### src/rtl/wash_sequencer.sv
// Washing-machine programme sequencer: steps through enabled phases, counting seconds per phase.
// Latency: start is taken on the next edge; digits are combinational from the remaining-seconds count.
// Backpressure: none; pause is a level hold that freezes all counters while high.
module wash_sequencer #(
  parameter int CLK_DIV   = 50_000_000,
  parameter int PHASE_LEN = 5
) (
  input  logic       cp,
  input  logic       reset,
  input  logic       start,
  input  logic       pause,
  input  logic [7:0] mask,
  output logic [2:0] shinning,
  output logic       second,
  output logic [7:0] phase_left,
  output logic [5:0] inLeft,
  output logic [5:0] inMiddle,
  output logic [5:0] inRight,
  output logic       running,
  output logic       done
);

  localparam int            PW         = $clog2(CLK_DIV);
  localparam logic [PW-1:0] PRE_MAX    = PW'(CLK_DIV - 1);
  localparam logic [PW-1:0] PRE_HALF   = PW'(CLK_DIV / 2);
  localparam logic [9:0]    PHASE_LEN10 = 10'(PHASE_LEN);
  localparam logic [6:0]    PHASE_LEN7  = 7'(PHASE_LEN);

  typedef enum logic [1:0] {IDLE, RUN, PAUSE, DONE} stateT;

  stateT         state, stateNext;
  logic [PW-1:0] prescaler, prescalerNext;
  logic [9:0]    remaining, remainingNext;
  logic [6:0]    phaseCnt, phaseCntNext;
  logic [2:0]    shinNext;
  logic [7:0]    leftNext;
  logic [7:0]    clearedLeft;
  logic          doneNext;
  logic          tick;
  logic [11:0]   bcd;

  // Phase index i lives in bit 7-i, so the lowest index is the highest set bit.
  function automatic logic [2:0] lowestIdx(input logic [7:0] m);
    logic [2:0] idx;
    idx = '0;
    for (int i = 7; i >= 0; i--) begin
      if (m[7-i]) idx = 3'(i);
    end
    return idx;
  endfunction

  function automatic logic [3:0] popCount(input logic [7:0] m);
    logic [3:0] c;
    c = '0;
    for (int i = 0; i < 8; i++) begin
      c = c + {3'b000, m[i]};
    end
    return c;
  endfunction

  assign tick    = (state == RUN) && (prescaler == PRE_MAX);
  assign running = (state == RUN) || (state == PAUSE);
  assign second  = (state == PAUSE) || ((state == RUN) && (prescaler < PRE_HALF));

  // State and datapath registers; reset clears everything immediately.
  always_ff @(posedge cp or posedge reset) begin
    if (reset) begin
      state      <= IDLE;
      prescaler  <= '0;
      remaining  <= '0;
      phaseCnt   <= '0;
      shinning   <= '0;
      phase_left <= '0;
      done       <= 1'b0;
    end else begin
      state      <= stateNext;
      prescaler  <= prescalerNext;
      remaining  <= remainingNext;
      phaseCnt   <= phaseCntNext;
      shinning   <= shinNext;
      phase_left <= leftNext;
      done       <= doneNext;
    end
  end

  // Next-state and datapath updates; a tick on a RUN cycle completes even if pause is sampled.
  always_comb begin
    stateNext     = state;
    prescalerNext = prescaler;
    remainingNext = remaining;
    phaseCntNext  = phaseCnt;
    shinNext      = shinning;
    leftNext      = phase_left;
    doneNext      = 1'b0;
    clearedLeft   = phase_left & ~(8'h80 >> shinning);
    case (state)
      IDLE, DONE: begin
        if (start && (mask != 8'h00)) begin
          stateNext     = RUN;
          leftNext      = mask;
          shinNext      = lowestIdx(mask);
          remainingNext = PHASE_LEN10 * {6'd0, popCount(mask)};
          phaseCntNext  = PHASE_LEN7;
          prescalerNext = '0;
        end
      end
      RUN: begin
        prescalerNext = tick ? '0 : prescaler + 1'b1;
        if (pause) stateNext = PAUSE;
        if (tick) begin
          remainingNext = remaining - 10'd1;
          phaseCntNext  = phaseCnt - 7'd1;
          if (phaseCnt == 7'd1) begin
            leftNext = clearedLeft;
            if (clearedLeft != 8'h00) begin
              // Earlier phases are already cleared, so the lowest remaining is the next one up.
              shinNext     = lowestIdx(clearedLeft);
              phaseCntNext = PHASE_LEN7;
            end else begin
              stateNext = DONE;
              doneNext  = 1'b1;
            end
          end
        end
      end
      PAUSE: begin
        if (!pause) stateNext = RUN;
      end
      default: stateNext = IDLE;
    endcase
  end

  // Double-dabble conversion of remaining seconds into three BCD digits.
  always_comb begin
    bcd = '0;
    for (int i = 9; i >= 0; i--) begin
      if (bcd[3:0]  > 4'd4) bcd[3:0]  = bcd[3:0]  + 4'd3;
      if (bcd[7:4]  > 4'd4) bcd[7:4]  = bcd[7:4]  + 4'd3;
      if (bcd[11:8] > 4'd4) bcd[11:8] = bcd[11:8] + 4'd3;
      bcd = {bcd[10:0], remaining[i]};
    end
    inLeft   = {2'b00, bcd[11:8]};
    inMiddle = {2'b00, bcd[7:4]};
    inRight  = {2'b00, bcd[3:0]};
  end

endmodule
### config.mk
export PLATFORM = sky130hd
export DESIGN_NAME = wash_sequencer
export DESIGN_NICKNAME = d
export VERILOG_FILES = /design/src/rtl/wash_sequencer.sv
export SDC_FILE = /design/constraint.sdc
export NUM_CORES = 1
export LEC_CHECK = 0
export ABC_AREA = 1
export ABC_CLOCK_PERIOD_IN_PS = 6400
export BUFFER_PORTS_ARGS = -buffer_cell sky130_fd_sc_hd__buf_2
export CAP_MARGIN = 40
export CORE_MARGIN = 2
export CORE_UTILIZATION = 55
export CTS_BUF_LIST = sky130_fd_sc_hd__clkbuf_4 sky130_fd_sc_hd__clkbuf_8
export DETAILED_ROUTE_END_ITERATION = 8
export HOLD_SLACK_MARGIN = 0.03
export PLACE_DENSITY = 0.75
export SLEW_MARGIN = 40
export SYNTH_ARGS = -nofsm -noshare
export SYNTH_HDL_FRONTEND = slang
export SYNTH_SLANG_ARGS = --single-unit
### constraint.sdc
create_clock -name cp -period 6.4 [get_ports cp]
set_input_delay 1.6 -clock cp [delete_from_list [all_inputs] [get_ports cp]]
set_output_delay 1.6 -clock cp [all_outputs]
set_load 0.02 [all_outputs]
==> out/qor.yml <==
cp.arrival_ps: 4400
cts_tree: "done"
most-common-layout-cells: "nand2_1 (148), inv_1 (99), nor2_1 (58), dfrtp_1 (57), o21ai_0 (53)"
rrSetupSlack_ps: 2670
maxSlewHeadroom_pct: 47.6
nets: 774
ys_seq_area_share_pct: 29.9
drc: 0
synthCells: 686
synth_ff_type: "dfrtp_1"
grtUsageMet3_pct: 3.09
crit_type: "reg -> out"
synthArstFlopShare_pct: 100
hp-class: "reg -> reg"
grt_max_degree: 58
crit_required_ps: 4800
antenna_cells: 0
synth_top_area_share_pct: 29.9
grt_pass1_wl_um: 18400
drive_above_1_share_pct: 16.5
hold-path-cell-count: 1
io_pins: 44
crit_path_top_delay_cell: "dfrtp_1"
path_max_fanout: 5
core_area_um2: 8300
cts_made_buffers: 9
fill_cells: 738
final_cells: 834
met1_usage_pct: 27.8
gp_congestion: 0.907
grt_busiest_layer: "met2"
max_clock_freq_ghz: 0.167
crit_path_end_kind: "output pin"
cts-htree-levels: 3
synth_top_cell_by_area: "dfrtp_1"
fin_crit_ps: 6000
first_iter_violations: 234
die_y_um: 97.1
synth_seq_cells: 57
hold_viol: 0
synth_warnings: 0
dieArea_um2: 9430
fp.dieW_um: 97.1
timing.rr.start: "state[1]"
min_period_over_period_pct: 93.8
dp_hpwl_um: 8020
fin_worst_skew_ps: 10.1
grt_usage_pct: 22.6
clock_sinks: 57
postSynthAreaPerCell_um2: 6.95
area_delta_synth_final_pct: 10.3
ant_nets: 0
layout_commonest_cell: "nand2_1"
grt_pass1_vias: 4360
clk_latency_ps: 340
wirelength_um: 10500
reg2reg_to: "shinning[2]"
max_stage_delay_ps: 390
clk_pin_slew_ps: 60
synth-edff-count: 0
dp_cells: 819
crit_path_start_kind: "flop"
first_pass_iters: 5
ys_types: 49
slew_violations: 0
io_buffer_count: 37
r2r_cells: 12
netlist_top_cells_area: "dfrtp_1 (30%), nand2_1 (12%), inv_1 (8.0%), ha_1 (7.9%), o21ai_0 (5.6%)"
initial_core_util_pct: 57.5
setup_viol: 0
wl_per_cell_um: 12.6
cts_root_buf: "clkbuf_8"
syn_area_um2: 4770
maxCapViolations: 0
vias_per_cell: 5.43
clk_path_buf_depth: 2
row_count: 33
antenna_found_initial: 0
globalRouteOverflowTotal: 0
hp-start: "phaseCnt[5]"
hold_end: "phaseCnt[5]"
status: "completed"
vias: 4525
tightest_slew_ps: 785
crit_top_cell: "nand2_1"
globalRouteMet2Util_pct: 42.3
[worst max path at each step]
stage	from	endpoint	slack, ps
3_5_place_dp	remaining[7]	inLeft[1]	520
4_1_cts	remaining[7]	inLeft[1]	160
3_3_place_gp	remaining[7]	inLeft[1]	800
5_1_grt	remaining[7]	inMiddle[1]	-30
2_1_floorplan	remaining[7]	inMiddle[1]	940
6_report	remaining[7]	inLeft[1]	400
[worst max-delay path, delay by kind of cell (launching register included)]
kind                       cells  cell delay, ps
and+or+nand+nor               17            1760
adders and majority gates      5             980
buffers and inverters          7             610
DFF                            1             390
AOI/OAI and AO/OA              1             170
xor gates and xnor gates       1             160
[metal layers]
| layer | vias to the layer above | share of wire, % | routed length, um |
|---|---|---|---|
| met2 | 94 | 52 | 5460 |
| met4 | 0 | 0.87 | 92 |
| met5 | - | 0 | 0 |
| met1 | 2116 | 44 | 4580 |
| met3 | 9 | 3.6 | 380 |
| li1 | 2306 | - | - |
[Yosys cell counts, types with 8 or more instances]
| cell type | number |
|---|---|
| nor3_1 | 21 |
| nand2_1 | 150 |
| nand2_2 | 18 |
| clkbuf_1 | 8 |
| a21oi_1 | 25 |
| inv_2 | 15 |
| nand3_1 | 43 |
| inv_1 | 101 |
| o21ai_0 | 53 |
| a31oi_1 | 8 |
| ha_1 | 30 |
| dfrtp_1 | 57 |
| nor2_1 | 59 |
[what timing repair did]
action	4_1_cts	5_1_grt
hold buffers	0	0
resized for setup	0	13
setup buffers	0	2
endpoints found under the setup margin	0	10
[cell families after synthesis]
family | Yosys count | share of synthesized area (%)
AND/OR/NAND/NOR | 326 | 31.5
buffers and inverters | 132 | 11.0
AO/OA/AOI/OAI | 125 | 15.7
flip-flops | 57 | 29.9
adder cells (fa/ha/maj) | 35 | 9.97
XOR/XNOR | 9 | 1.65
other | 1 | 0.0786
multiplexers | 1 | 0.210
[state kept, by name, indices dropped and copies added, names as in the netlist]
name        count
prescaler      26
remaining      10
phase_left      8
phaseCnt        7
shinning        3
state           2
done            1
[layout make-up]
cell class / count / area, um^2 / area share, %
well taps: 105 / 131 / 2.50
flip-flops and latches: 57 / 1430 / 27.1
clock buffers: 12 / 153 / 2.90
inverters: 116 / 435 / 8.28
repair buffers: 41 / 220 / 4.19
clock inverters: 1 / 5.00 / 0.0951
multi-input cells: 502 / 2890 / 54.9
[per-stage QoR]
stage          util (%)  cell area, um^2  TNS [ps]  setup WS, ps  hold WS (ps)
3_3_place_gp       60.6             5030         0           798           458
4_1_cts            62.6             5190         0           156           486
6_report           63.4             5260         0           399           480
5_1_grt            63.4             5260      -159         -29.5           492
3_5_place_dp       60.7             5030         0           516           477
2_1_floorplan         -             4790         0           945           434
Power is not shown: default switching activity piles up to over one toggle a cycle in this logic, so the estimate is an artifact.
